===== config.mk =====
export PLATFORM = sky130hd
export DESIGN_NAME = hsi_frame_rx
export DESIGN_NICKNAME = d
export VERILOG_FILES = /design/src/rtl/hsi_frame_rx.sv
export SDC_FILE = /design/constraint.sdc
export NUM_CORES = 1
export LEC_CHECK = 0
export CAP_MARGIN = 25
export CORE_ASPECT_RATIO = 0.7
export CORE_MARGIN = 2
export CORE_UTILIZATION = 57
export DETAILED_ROUTE_END_ITERATION = 8
export DONT_BUFFER_PORTS = 1
export GPL_TIMING_DRIVEN = 1
export PLACE_DENSITY = 0.81
export SLEW_MARGIN = 30
export SYNTH_ARGS = -nofsm -noshare
export SYNTH_HDL_FRONTEND = slang
export SYNTH_SLANG_ARGS = --single-unit

===== constraint.sdc =====
create_clock -name clk -period 2.7 [get_ports clk]
set_clock_uncertainty 0.15 [all_clocks]
set_input_delay 0.54 -clock clk [delete_from_list [all_inputs] [get_ports clk]]
set_output_delay 0.54 -clock clk [all_outputs]
set_load 0.05 [all_outputs]

===== src/rtl/hsi_frame_rx.sv =====
// HSI downlink far-end receiver: oversamples the HS_Clock/SYNCK/lane pins, rebuilds
// WORD_BITS-wide words from two MSB-first lanes and streams them out through a small FWFT FIFO.
module hsi_frame_rx #(
    parameter int WORD_BITS   = 32,
    parameter int FRAME_WORDS = 8,
    parameter int FIFO_DEPTH  = 4
) (
    input  logic                 clk,
    input  logic                 rst,
    input  logic                 HS_Clock,
    input  logic                 SYNCK,
    input  logic                 HSI_DAP,
    input  logic                 HSI_DBP,
    output logic [WORD_BITS-1:0] m_axis_tdata,
    output logic                 m_axis_tvalid,
    input  logic                 m_axis_tready,
    output logic                 m_axis_tlast,
    input  logic                 clr_flags,
    output logic                 ovf_sticky,
    output logic                 sync_err_sticky,
    output logic [15:0]          word_cnt
);

    localparam int HALF  = WORD_BITS / 2;
    localparam int CW    = $clog2(HALF + 1);
    localparam int IW    = (FRAME_WORDS > 1) ? $clog2(FRAME_WORDS) : 1;
    localparam int AW    = (FIFO_DEPTH > 1) ? $clog2(FIFO_DEPTH) : 1;
    localparam int LASTI = FRAME_WORDS - 1;

    localparam logic [CW-1:0] HALF_C   = HALF[CW-1:0];
    localparam logic [IW-1:0] LAST_IDX = LASTI[IW-1:0];
    localparam logic [AW:0]   DEPTH_C  = FIFO_DEPTH[AW:0];

    typedef enum logic [0:0] {
        ST_IDLE  = 1'b0,
        ST_SHIFT = 1'b1
    } state_t;

    // Pin synchronisers; the strobe gets a third stage for edge detection.
    logic hs_meta_r, hs_sync_r, hs_dly_r;
    logic sy_meta_r, sy_sync_r;
    logic a_meta_r, a_sync_r;
    logic b_meta_r, b_sync_r;
    logic rise_s;

    // Two-flop synchronisers for all four asynchronous pins
    always_ff @(posedge clk) begin
        if (rst) begin
            hs_meta_r <= 1'b0;
            hs_sync_r <= 1'b0;
            hs_dly_r  <= 1'b0;
            sy_meta_r <= 1'b0;
            sy_sync_r <= 1'b0;
            a_meta_r  <= 1'b0;
            a_sync_r  <= 1'b0;
            b_meta_r  <= 1'b0;
            b_sync_r  <= 1'b0;
        end else begin
            hs_meta_r <= HS_Clock;
            hs_sync_r <= hs_meta_r;
            hs_dly_r  <= hs_sync_r;
            sy_meta_r <= SYNCK;
            sy_sync_r <= sy_meta_r;
            a_meta_r  <= HSI_DAP;
            a_sync_r  <= a_meta_r;
            b_meta_r  <= HSI_DBP;
            b_sync_r  <= b_meta_r;
        end
    end

    assign rise_s = hs_sync_r & ~hs_dly_r;

    state_t               state_r;
    logic [CW-1:0]        bit_cnt_r;
    logic [IW-1:0]        word_idx_r;
    logic [HALF-1:0]      sh_a_r, sh_b_r;
    logic                 push_valid_r;
    logic [WORD_BITS-1:0] push_data_r;
    logic                 push_last_r;

    logic [HALF-1:0] new_a_s, new_b_s;
    logic            start_s, adv_s, resync_err_s, word_done_s;
    logic [IW-1:0]   cur_idx_s;
    logic [CW-1:0]   nxt_cnt_s;

    // Decode what the current strobe rise does to the frame state
    always_comb begin
        new_a_s      = HALF'({sh_a_r, a_sync_r});
        new_b_s      = HALF'({sh_b_r, b_sync_r});
        start_s      = 1'b0;
        adv_s        = 1'b0;
        resync_err_s = 1'b0;
        if (rise_s) begin
            case (state_r)
                ST_IDLE: begin
                    if (sy_sync_r) begin
                        start_s = 1'b1;
                    end else begin
                        start_s = 1'b0;
                    end
                end
                ST_SHIFT: begin
                    // SYNCK inside a frame always restarts; only a clean word-0 boundary is legal.
                    if (sy_sync_r) begin
                        start_s      = 1'b1;
                        resync_err_s = (bit_cnt_r != {CW{1'b0}}) || (word_idx_r != {IW{1'b0}});
                    end else begin
                        adv_s = 1'b1;
                    end
                end
                default: begin
                    start_s = 1'b0;
                end
            endcase
        end else begin
            start_s = 1'b0;
        end
        cur_idx_s   = start_s ? {IW{1'b0}} : word_idx_r;
        nxt_cnt_s   = start_s ? CW'(1'b1) : (bit_cnt_r + CW'(1'b1));
        word_done_s = (start_s | adv_s) && (nxt_cnt_s == HALF_C);
    end

    // Frame FSM: shifts lanes on each rise and stages completed words for the FIFO
    always_ff @(posedge clk) begin
        if (rst) begin
            state_r      <= ST_IDLE;
            bit_cnt_r    <= {CW{1'b0}};
            word_idx_r   <= {IW{1'b0}};
            sh_a_r       <= {HALF{1'b0}};
            sh_b_r       <= {HALF{1'b0}};
            push_valid_r <= 1'b0;
            push_data_r  <= {WORD_BITS{1'b0}};
            push_last_r  <= 1'b0;
        end else begin
            push_valid_r <= 1'b0;
            if (start_s | adv_s) begin
                sh_a_r <= new_a_s;
                sh_b_r <= new_b_s;
                if (word_done_s) begin
                    push_valid_r <= 1'b1;
                    push_data_r  <= {new_a_s, new_b_s};
                    push_last_r  <= (cur_idx_s == LAST_IDX);
                    bit_cnt_r    <= {CW{1'b0}};
                    if (cur_idx_s == LAST_IDX) begin
                        word_idx_r <= {IW{1'b0}};
                        state_r    <= ST_IDLE;
                    end else begin
                        word_idx_r <= cur_idx_s + IW'(1'b1);
                        state_r    <= ST_SHIFT;
                    end
                end else begin
                    bit_cnt_r  <= nxt_cnt_s;
                    word_idx_r <= cur_idx_s;
                    state_r    <= ST_SHIFT;
                end
            end
        end
    end

    logic [WORD_BITS:0] mem_r [FIFO_DEPTH];
    logic [AW-1:0]      wr_ptr_r, rd_ptr_r;
    logic [AW:0]        count_r;
    logic [15:0]        word_cnt_r;
    logic               ovf_r, sync_err_r;
    logic               full_s, pop_s, push_ok_s, drop_s;

    // A pop frees the head slot in the same edge, so a full FIFO still takes the push.
    always_comb begin
        full_s    = (count_r == DEPTH_C);
        pop_s     = (count_r != {(AW+1){1'b0}}) && m_axis_tready;
        push_ok_s = push_valid_r && (!full_s || pop_s);
        drop_s    = push_valid_r && full_s && !pop_s;
    end

    // FWFT storage, pointers, occupancy and accepted-word counter
    always_ff @(posedge clk) begin
        if (rst) begin
            for (int i = 0; i < FIFO_DEPTH; i++) begin
                mem_r[i] <= {(WORD_BITS+1){1'b0}};
            end
            wr_ptr_r   <= {AW{1'b0}};
            rd_ptr_r   <= {AW{1'b0}};
            count_r    <= {(AW+1){1'b0}};
            word_cnt_r <= 16'd0;
        end else begin
            if (push_ok_s) begin
                mem_r[wr_ptr_r] <= {push_last_r, push_data_r};
                wr_ptr_r        <= wr_ptr_r + AW'(1'b1);
                word_cnt_r      <= word_cnt_r + 16'd1;
            end
            if (pop_s) begin
                rd_ptr_r <= rd_ptr_r + AW'(1'b1);
            end
            case ({push_ok_s, pop_s})
                2'b10:   count_r <= count_r + (AW+1)'(1'b1);
                2'b01:   count_r <= count_r - (AW+1)'(1'b1);
                default: count_r <= count_r;
            endcase
        end
    end

    // Sticky flags; a set event in the same cycle beats clr_flags
    always_ff @(posedge clk) begin
        if (rst) begin
            ovf_r      <= 1'b0;
            sync_err_r <= 1'b0;
        end else begin
            ovf_r      <= drop_s | (ovf_r & ~clr_flags);
            sync_err_r <= resync_err_s | (sync_err_r & ~clr_flags);
        end
    end

    assign m_axis_tvalid   = (count_r != {(AW+1){1'b0}});
    assign m_axis_tdata    = mem_r[rd_ptr_r][WORD_BITS-1:0];
    assign m_axis_tlast    = mem_r[rd_ptr_r][WORD_BITS];
    assign ovf_sticky      = ovf_r;
    assign sync_err_sticky = sync_err_r;
    assign word_cnt        = word_cnt_r;

endmodule


==> impl_results.rst, run 1 <==
.. list-table::
   :header-rows: 1

   * - Metric
     - Value
   * - Initial detailed-routing violation count
     - 680
   * - Max_cap viols
     - 0
   * - Row cnt
     - 40
   * - Maximum fanout encountered on the critical timing path
     - 33
   * - Number of nets in the final layout
     - 852
   * - Power density over the cells
     - about 670 nW/µm²
   * - DRC violation count after routing
     - 0
   * - Worst path slowest cell
     - mux4_2
   * - Clock Power Share
     - ~44%
   * - Commonest non-fill, non-tap cell in the layout
     - edfxtp_1
   * - Mapped Area
     - approximately 10000 µm²
   * - Max rail drop VDD
     - roughly 0.43 mV
   * - R2r endpoint
     - count_r[2]
   * - Clock Sink Count
     - 241
   * - Cell internal power dissipation
     - 5.87 mW
   * - Area of the die
     - roughly 19000 µm²
   * - Number of cell instances on the worst register-to-register path
     - 9
   * - Layout cell share with drive strength beyond 1
     - between 10% and 20%
   * - Initial antenna violation count
     - 0
   * - Outcome
     - completed
   * - Setup repair after global routing missed its margin
     - false
   * - Later-pin clock latency in the skew report
     - approximately 0.52 ns
   * - Cell Chain, Critical Path
     - buf_12 -> mux4_2
   * - H-tree levels
     - 1
   * - Number of flops mapped to enable cells by yosys
     - around 130
   * - Detailed Routing Iterations Pass 1
     - 5
   * - Initial core utilization
     - 58.4%
   * - Residual overflow from global routing
     - 0
   * - Endpoint kind of the worst setup timing path
     - output pin
   * - Maximum achievable frequency
     - a little under 0.4 GHz
   * - Hold endpoint
     - b_meta_r
   * - Average cell area after synthesis
     - ~12 µm²
   * - Critical path type
     - flip-flop to output pin
   * - Total of endpoints with negative setup slack in the final report
     - 0
   * - Clk slew on worst S/H paths
     - ~0.06 ns
   * - Transition time at the pin with the least slew margin
     - ~0.84 ns
   * - Asr flop ratio synth
     - 0%
   * - Biggest cell delay along the critical path
     - 0.75 ns
   * - Switching power as a share of total power
     - 21.2%
   * - Cells resized by post-CTS repair
     - 0
   * - Top FF cell, synth
     - edfxtp_1
   * - Total Power Consumption
     - 7.45 mW
   * - Top library cells by usage in the layout, fill and taps aside
     - 132 x edfxtp_1, 128 x and2_1, 108 x dfxtp_1
   * - Area taken by multi-input logic gates
     - 3620 µm²
   * - Hold path startpoint
     - HSI_DBP
   * - Die extent in x
     - about 160 µm
   * - I/O pins
     - 60
   * - Final Hold Viols
     - 0
   * - Leakage dissipation
     - between 3 and 4 nW
   * - RD Place Congestion
     - ~0.81
   * - Root buf cell
     - clkbuf_16
   * - Number of antenna-violating nets in the routed design
     - 0
   * - Final critical-path required period
     - 2.58 ns
   * - R2R Setup Slk
     - approximately 0.25 ns
   * - Data arrival, critical path
     - 1.89 ns
   * - Number of buffers on the longest clock path
     - 3
   * - Total nets after synthesis
     - 849
   * - Count of input and output buffers
     - 0
   * - Number of distinct library cells after synthesis
     - 50
   * - Die Y-Extent
     - 115 µm
   * - Half-perimeter wire length of the detailed placement result
     - between 10000 and 15000 µm
   * - Sequential share of the synthesized area
     - between 60% and 70%
   * - Post-CTS Setup Inserts
     - 0
   * - Number of buffers created by CTS
     - 23
   * - Average vias per placed instance
     - 5.83
   * - Global-route wire length before repair
     - between 30000 and 40000 µm
   * - Setup TNS
     - 0 ns
   * - Switching pwr
     - about 1.6 mW
   * - WHS Path Cells
     - 1
   * - Source of the worst register-to-register timing path
     - count_r[0]
   * - Number of global-route vias before repair
     - 6053
   * - Mean routed wirelength per cell
     - 19.3 µm
   * - Cell count after synthesis
     - ~830
   * - Count of filler cells inserted in the layout
     - approximately 1300
   * - Register area
     - a little over 6000 µm²
   * - Flops & latches, synth
     - between 200 and 250
   * - CORE AREA
     - between 15000 and 20000 µm²
   * - Final period utilization
     - 95.4%
   * - Vias
     - approximately 6300
   * - Global-route usage over all layers
     - a little under a quarter
   * - CTS tree
     - done
   * - Type of the tightest min-delay check
     - input port to flip-flop
   * - Final Slew Violations
     - 0
   * - Max transition margin
     - about 44%
   * - Ant diodes
     - 0
   * - Data required time at the worst endpoint
     - approximately 2 ns
   * - Area growth syn-to-layout
     - 11.0%
   * - Proportion of power drawn by flip-flops and latches
     - 53.1%
   * - Critical Path Start Type
     - flip-flop
   * - Largest net degree at the start of global routing
     - about 110
   * - Comb power frac
     - around 3.4%
   * - Total length of routed wires
     - roughly 21000 µm
   * - Worst hold margin
     - between 0.01 and 0.015 ns
   * - Warnings, synthesis
     - 0
==> cell usage after synthesis (all sizes together), types with 2 or more instances <==
cell type | number | area [µm²]
inv | 10 | 37.5
or2 | 3 | 18.8
clkbuf | 38 | 143
or3 | 7 | 43.8
nand2b | 5 | 38.8
mux4 | 33 | 743
nand4 | 6 | 37.5
o22ai | 2 | 12.5
nor3b | 2 | 37.5
nand3 | 38 | 190
nor2b | 9 | 56.3
ha | 6 | 75.1
and3 | 3 | 18.8
o21ai | 45 | 225
xnor2 | 8 | 70.1
edfxtp | 132 | 3960
buf | 18 | 153
xor2 | 10 | 87.6
a21oi | 81 | 405
nor2 | 29 | 111
and2 | 139 | 897
nand2 | 77 | 292
dfxtp | 109 | 2180
nor3 | 8 | 56.3
==> stage by stage <==
stage	instances	utilization, %	instance area [µm²]	setup WS [ns]
after floorplan	834	-	10100	0.00810
after global placement	1042	60.2	10400	0.128
after detailed placement	1042	60.2	10400	0.0917
after CTS	1085	64.8	11200	0.0998
after global routing	1085	64.8	11200	0.0468
final	1085	64.8	11200	0.124
==> area by class of cell <==
cell class / count / area share [%]
multi-input combinational: 527 / 32.4
inverter: 10 / 0.359
timing repair buffer: 34 / 2.69
sequential: 241 / 55.1
clock inverter: 11 / 1.04
tap: 231 / 2.59
clock buffer: 31 / 5.79
==> kinds of logic (layout without fill, tap and decap cells) <==
group / Yosys count / after routing / synth area share [%]
buffers and inverters: 66 / 86 / 3.31
xor gates and xnor gates: 18 / 18 / 1.57
and+or+nand+nor: 334 / 334 / 18.6
DFF: 241 / 241 / 61.1
adders and majority gates: 7 / 7 / 0.946
muxes: 33 / 33 / 7.39
AOI/OAI and AO/OA: 135 / 135 / 7.08
==> flip-flops by register name, indices dropped and copies added (netlist names), 2 cells and up, named ones only <==
name / cells
rd_ptr_r: 2
wr_ptr_r: 2
mem_r: 132
sh_a_r: 15
count_r: 3
sh_b_r: 15
word_idx_r: 3
word_cnt: 16
bit_cnt_r: 5
push_data_r: 32
==> power groups by stage <==
stage	registers, mW	logic (mW)	clock network (mW)
floorplan	4.02	0.186	0
global placement	4.03	0.221	0
detailed placement	4.04	0.223	0
CTS	3.96	0.254	3.27
global route	3.96	0.267	3.42
finish	3.96	0.253	3.24
==> worst max-delay path, delay by kind of cell (launching register included) <==
family / cells / cell delay [ns]
flops: 1 / 0.34
buf+inv: 1 / 0.27
mux: 1 / 0.75
==> per-layer routing <==
metal  share of wire (%)  GRT usage (%)  up-vias
li1                    -              -     2956
met1                  44           32.6     3094
met2                  46           37.2      241
met3                 8.5           5.66       30
met4                 1.4           4.37        0
met5                   0              0        -
==> worst max-delay path by stage <==
| stage | endpoint | slack (ns) | depth (start not counted) |
|---|---|---|---|
| final | m_axis_tdata[14] | 0.12 | 2 |
| after global routing | m_axis_tdata[14] | 0.05 | 2 |
| after CTS | m_axis_tdata[14] | 0.1 | 2 |
| after detailed placement | count_r[2] | 0.09 | 9 |
| after global placement | count_r[2] | 0.13 | 9 |
| after floorplan | mem_r[1][0] | 0.008 | 6 |
==> repair_timing <==
action / in CTS / in global routing
hold buffers: 1 / 0
endpoints found under the setup margin: 0 / 0
hold endpoints to repair: 109 / 0
Note: power is estimated with default switching activity, not from simulation.
==> run 2: changes to the inputs <==
==> constraint.sdc (replaced) <==
create_clock -name clk -period 2.7 [get_ports clk]
set_clock_uncertainty 0.15 [all_clocks]
set_input_delay 0.405 -clock clk [delete_from_list [all_inputs] [get_ports clk]]
set_output_delay 0.405 -clock clk [all_outputs]
set_load 0.05 [all_outputs]
==> run 2 against run 1 <==
Net effect:
- critical endpoint is now count_r[2]
- final cell count rose by 0.46%
- design area is 0.53% higher
- worst hold slack improved by 0.15 ns
- largest cell class unchanged
- count of clock-buffer cells in the layout is 3 lower
- non-clock buffer count is 5 higher
- wire length up 0.28%
- die area is the same
- clock power shrank 2%
==> impl_results.rst, run 2 (synthesis results as in run 1) <==
.. list-table::
   :header-rows: 1

   * - Metric
     - Value
   * - Final setup margin
     - 0.104 ns
   * - Number of global-route vias before repair
     - between 6000 and 7000
   * - H-tree levels
     - 1
   * - Number of buffers created by CTS
     - 23
   * - Final Hold Viols
     - 0
   * - Initial antenna violation count
     - 0
   * - Register area
     - ~6100 µm²
   * - Met2 wire length
     - just over 10000 µm
   * - Root buf cell
     - clkbuf_16
   * - Instance count after placement with tap cells included
     - ~1000
   * - Max_cap viols
     - 0
   * - Residual overflow from global routing
     - 0
   * - RD Place Congestion
     - 0.767
   * - Outcome
     - completed
   * - Layout cell share with drive strength beyond 1
     - 15.3%
   * - Data arrival, critical path
     - approximately 2.9 ns
   * - Worst path slowest cell
     - or4b_4
   * - Setup TNS
     - 0 ns
   * - Area taken by multi-input logic gates
     - roughly 3600 µm²
   * - Detailed Routing Iterations Pass 1
     - 5
   * - Row cnt
     - 40
   * - DRC violation count after routing
     - 0
   * - Average vias per placed instance
     - 5.77
   * - Largest net degree at the start of global routing
     - between 100 and 150
   * - Type of the tightest min-delay check
     - input port to flip-flop
   * - Critical path type
     - flip-flop to flip-flop
   * - Ant diodes
     - 0
   * - Die extent in x
     - 163 µm
   * - Initial detailed-routing violation count
     - roughly 550
   * - CTS tree
     - done
   * - Post-CTS Setup Inserts
     - 0
   * - Met1 wire length
     - 9230 µm
   * - Top library cells by usage in the layout, fill and taps aside
     - 132 x edfxtp_1, 128 x and2_1, 108 x dfxtp_1
   * - Power density over the cells
     - around 660 nW/µm²
   * - Count of filler cells inserted in the layout
     - 1305
   * - Maximum fanout encountered on the critical timing path
     - 4
   * - Biggest cell delay along the critical path
     - between 0.5 and 0.6 ns
   * - Final critical-path required period
     - between 2 and 3 ns
   * - Number of buffers on the longest clock path
     - 3
   * - Global-route wire length before repair
     - 33600 µm
   * - Leakage dissipation
     - slightly below 4 nW
   * - Final Slew Violations
     - 0
   * - Commonest non-fill, non-tap cell in the layout
     - edfxtp_1
   * - Max rail drop VDD
     - 0.423 mV
   * - Critical Path Start Type
     - flip-flop
   * - Number of nets in the final layout
     - about 860
   * - Max transition margin
     - a little under half
   * - Transition time at the pin with the least slew margin
     - 0.807 ns
   * - Total length of routed wires
     - approximately 21000 µm
   * - Max reg flops
     - between 100 and 150
   * - I/O pins
     - 60
   * - Met3 Routed Length
     - approximately 1300 µm
   * - Number of antenna-violating nets in the routed design
     - 0
   * - Largest register by flop count
     - mem_r
   * - Initial core utilization
     - roughly three fifths
   * - Placement Setup Slack
     - 0.0857 ns
   * - Final period utilization
     - 96.1%
   * - Clock Sink Count
     - 241
   * - Later-pin clock latency in the skew report
     - a little over 0.5 ns
   * - Area of the die
     - approximately 19000 µm²
   * - Clk slew on worst S/H paths
     - approximately 0.060 ns
   * - Vias
     - ~6300
   * - Total of endpoints with negative setup slack in the final report
     - 0
   * - Die Y-Extent
     - ~120 µm
   * - Setup repair after global routing missed its margin
     - false
   * - Maximum achievable frequency
     - 0.385 GHz
   * - Cell Chain, Critical Path
     - or4b_4 -> and2_4 -> inv_2 -> ha_2 -> inv_1 -> fa_1 -> xor2_1 -> or3_1 -> a21oi_1
   * - Global-route usage over all layers
     - a little under a quarter
   * - Non-filler cells, final
     - 1090
   * - Half-perimeter wire length of the detailed placement result
     - between 10000 and 15000 µm
   * - CORE AREA
     - 17200 µm²
   * - Data required time at the worst endpoint
     - a little under 3 ns
   * - Area growth syn-to-layout
     - 11.6%
   * - Count of input and output buffers
     - 0
   * - Endpoint kind of the worst setup timing path
     - flip-flop
   * - Mean routed wirelength per cell
     - just under 20 µm
   * - Max Used Layer
     - met4
[run 2: changes by cell type in the layout (fill, tap and decap cells not counted), sizes merged]
cell	previous run	this run
clkinvlp	2	0
dlygate4sd3	0	5
clkinv	6	11
clkbuf	31	28
[run 2: layer usage]
metal,vias to the layer above,global-route usage [%]
li1,2972,-
met2,200,38.7
met5,-,0.505
met3,31,4.62
met1,3085,30.9
met4,0,5.90
[run 2: critical path: cells and delay by family, from the launching register on]
family	cells	cell delay [ns]
AO/OA/AOI/OAI	1	0.13
XOR/XNOR	1	0.16
adder cells (fa/ha/maj)	2	0.57
buffers and inverters	2	0.15
flip-flops	1	0.34
AND/OR/NAND/NOR	3	1.02
[run 2: worst paths after layout]
path                       from           to  slack [ns]  depth (start not counted)
hold reg to reg       sy_meta_r    sy_sync_r        0.29                          1
hold / removal    m_axis_tready  rd_ptr_r[0]        0.16                          3
setup / recovery     count_r[0]   count_r[2]        0.10                          9
setup reg to reg     count_r[0]   count_r[2]        0.10                          9
[run 2: cell type report]
class,count,area share [%]
Clock buffer,28,5.57
Sequential cell,241,54.8
Clock inverter,14,1.10
Multi-Input combinational cell,527,32.2
Timing Repair Buffer,39,3.46
Inverter,10,0.335
Tap cell,231,2.58
[run 2: metrics by stage]
stage / area, µm² / total power [mW] / hold slack [ns] / util [%]
after floorplan: 10100 / 4.21 / 0.264 / -
after global placement: 10400 / 4.25 / 0.269 / 60.3
after detailed placement: 10400 / 4.26 / 0.278 / 60.3
after CTS: 11200 / 7.43 / 0.147 / 65.1
after global routing: 11200 / 7.58 / 0.180 / 65.1
final: 11200 / 7.39 / 0.162 / 65.1
[run 2: power by group]
group | switching, mW | internal, mW | total (mW) | leakage [nW]
clock | 1.33 | 1.84 | 3.17 | 0.376
sequential | 0.0259 | 3.93 | 3.96 | 2.24
combinational | 0.195 | 0.0627 | 0.258 | 1.23
[run 2: what timing repair did]
action                                  4_1_cts  5_1_grt
endpoints found under the setup margin        0        1
resized for setup                             0        1
endpoints found under the hold margin       109        0
hold buffers                                  6        0
==> run 3: changes to the inputs <==
--- a/config.mk
+++ b/config.mk
@@ -5,14 +5,14 @@
 export SDC_FILE = /design/constraint.sdc
 export NUM_CORES = 1
 export LEC_CHECK = 0
+export BUFFER_PORTS_ARGS = -buffer_cell sky130_fd_sc_hd__buf_2
 export CAP_MARGIN = 25
 export CORE_ASPECT_RATIO = 0.7
 export CORE_MARGIN = 2
-export CORE_UTILIZATION = 57
+export CORE_UTILIZATION = 55
 export DETAILED_ROUTE_END_ITERATION = 8
-export DONT_BUFFER_PORTS = 1
 export GPL_TIMING_DRIVEN = 1
-export PLACE_DENSITY = 0.81
+export PLACE_DENSITY = 0.82
 export SLEW_MARGIN = 30
 export SYNTH_ARGS = -nofsm -noshare
 export SYNTH_HDL_FRONTEND = slang
==> run 3 against run 2 <==
Net effect:
- sequential share of layout area down 0.89 points
- flip-flop and latch count is the same
- register-to-register slack barely moved
- final cell count grew 5.0%
- die area grew 3.5%
- largest power group unchanged
- highest routed layer unchanged
- worst setup slack better by 0.0039 ns
- non-clock buffer count increased by 50
- critical path depth did not move
- worst hold slack worse by 0.11 ns
- combinational power grew 10%
==> impl_results.rst, run 3 (synthesis results as in run 1) <==
.. list-table::
   :header-rows: 1

   * - Metric
     - Value
   * - H-tree levels
     - 1
   * - Number of nets in the final layout
     - 907
   * - Setup repair after global routing missed its margin
     - false
   * - Global-route usage over all layers
     - between 20% and 30%
   * - Half-perimeter wire length of the detailed placement result
     - 12100 µm
   * - Placement Setup Slack
     - -0.0134 ns
   * - Area of all placed cells without fillers
     - around 11000 µm²
   * - Average vias per placed instance
     - roughly 5.6
   * - Cell internal power dissipation
     - between 5 and 6 mW
   * - Outcome
     - completed
   * - Switching pwr
     - 1.52 mW
   * - Number of buffers created by CTS
     - 23
   * - Root buf cell
     - clkbuf_16
   * - Largest net degree at the start of global routing
     - 63
   * - Max reg flops
     - between 100 and 150
   * - Non-filler cells, final
     - approximately 1100
   * - Ant diodes
     - 0
   * - Number of antenna-violating nets in the routed design
     - 0
   * - Power density over the cells
     - between 600 and 700 nW/µm²
   * - Number of global-route vias before repair
     - between 6000 and 7000
   * - Die Y-Extent
     - around 120 µm
   * - Count of input and output buffers
     - about 60
   * - Biggest cell delay along the critical path
     - roughly 0.55 ns
   * - Initial core utilization
     - 56.0%
   * - Total length of routed wires
     - 20300 µm
   * - Switching power as a share of total power
     - between 20% and 30%
   * - Final period utilization
     - between 90 and 100%
   * - Max transition margin
     - between 50% and 60%
   * - Layout cell share with drive strength beyond 1
     - 19.6%
   * - Top library cells by usage in the layout, fill and taps aside
     - 132 x edfxtp_1, 128 x and2_1, 108 x dfxtp_1
   * - I/O pins
     - 60
   * - Final Slew Violations
     - 0
   * - Data arrival, critical path
     - 2.86 ns
   * - Data required time at the worst endpoint
     - approximately 3.0 ns
   * - Max rail drop VDD
     - ~0.42 mV
   * - Number of buffers on the longest clock path
     - 3
   * - Transition time at the pin with the least slew margin
     - about 0.65 ns
   * - Final Hold Viols
     - 0
   * - Critical path type
     - flip-flop to flip-flop
   * - Clock Sink Count
     - around 240
   * - Area of the die
     - approximately 19000 µm²
   * - Final critical-path required period
     - between 2 and 3 ns
   * - Cell Chain, Critical Path
     - or4b_4 -> and2_4 -> inv_2 -> ha_2 -> inv_1 -> fa_1 -> xor2_1 -> or3_1 -> a21oi_1
   * - Critical Path Start Type
     - flip-flop
   * - Area growth syn-to-layout
     - 13.4%
   * - CORE AREA
     - ~18000 µm²
   * - Detailed Routing Iterations Pass 1
     - 6
   * - Later-pin clock latency in the skew report
     - slightly above 0.5 ns
   * - Die extent in x
     - 166 µm
   * - DRC violation count after routing
     - 0
   * - Leakage dissipation
     - roughly 4.1 nW
   * - Final setup margin
     - ~0.11 ns
   * - Largest register by flop count
     - mem_r
   * - RD Place Congestion
     - roughly 0.81
   * - Commonest non-fill, non-tap cell in the layout
     - edfxtp_1
   * - Maximum achievable frequency
     - 0.386 GHz
   * - Comb power frac
     - around 4%
   * - Row cnt
     - 41
   * - Maximum fanout encountered on the critical timing path
     - 4
   * - Total of endpoints with negative setup slack in the final report
     - 0
   * - Proportion of power drawn by flip-flops and latches
     - 54.2%
   * - Initial antenna violation count
     - 0
   * - Initial detailed-routing violation count
     - 605
   * - Instance count after placement with tap cells included
     - ~1100
   * - Vias
     - 6393
   * - Worst hold margin
     - 0.0531 ns
   * - Max_cap viols
     - 0
   * - Utilization after layout
     - 63.5%
   * - Global-route wire length before repair
     - around 32000 µm
   * - Type of the tightest min-delay check
     - input port to flip-flop
   * - Clock Power Share
     - a little over two fifths
   * - Clk slew on worst S/H paths
     - roughly 0.060 ns
   * - Mean routed wirelength per cell
     - about 18 µm
   * - Worst path slowest cell
     - or4b_4
   * - Placed Area
     - about 11000 µm²
   * - Endpoint kind of the worst setup timing path
     - flip-flop
   * - CTS tree
     - done
   * - Residual overflow from global routing
     - 0
[run 3: cell types whose count changed in the layout (fill, tap and decap cells not counted), sizes merged]
cell / before / now
bufinv: 2 / 0
buf: 34 / 85
dlygate4sd3: 5 / 4
clkbuf: 28 / 36
clkinv: 11 / 5
[run 3: cell type report]
type	instances	area [µm²]
clock inverter	6	30.0
tap	236	295
timing repair buffer	89	596
sequential	241	6150
inverter	10	37.5
clock buffer	36	694
multi-input combinational	527	3600
fill	1348	6550
[run 3: per-stage QoR]
step	TNS (ns)	power (mW)
6_report	0	7.29
4_1_cts	0	7.35
3_5_place_dp	-0.0134	4.32
3_3_place_gp	0	4.31
5_1_grt	0	7.53
2_1_floorplan	0	4.21
[run 3: what timing repair did]
| action | CTS | global route |
|---|---|---|
| hold buffers | 4 | 0 |
| buffers inserted | 0 | 2 |
| resized for setup | 0 | 1 |
| endpoints found under the hold margin | 4 | 0 |
| endpoints found under the setup margin | 0 | 34 |
[run 3: power groups by stage]
stage          Sequential (mW)  Combinational [mW]  Clock [mW]
6_report                  3.96               0.284        3.05
5_1_grt                   3.96               0.301        3.26
4_1_cts                   3.96               0.285        3.11
2_1_floorplan             4.02               0.186           0
3_3_place_gp              4.03               0.277           0
3_5_place_dp              4.04               0.280           0
[run 3: layer usage]
metal / wire, µm / GRT usage (%) / up-vias
met5: 0 / 0 / -
met2: 9450 / 35.1 / 194
li1: - / - / 3067
met3: 1470 / 3.21 / 32
met1: 9090 / 30.9 / 3100
met4: 306 / 4.94 / 0
[run 3: final timing paths]
path | end | from | cells past startpoint | slack [ns]
setup reg to reg | count_r[2] | count_r[0] | 9 | 0.11
hold reg to reg | hs_sync_r | hs_meta_r | 1 | 0.29
hold / removal | sync_err_sticky | clr_flags | 3 | 0.05
setup / recovery | count_r[2] | count_r[0] | 9 | 0.11
[run 3: critical path, delay by kind of cell (launching register included)]
family,cells,cell delay (ns)
AND/OR/NAND/NOR,3,1.05
adder cells (fa/ha/maj),2,0.56
flip-flops,1,0.34
XOR/XNOR,1,0.17
AO/OA/AOI/OAI,1,0.14
buffers and inverters,2,0.12
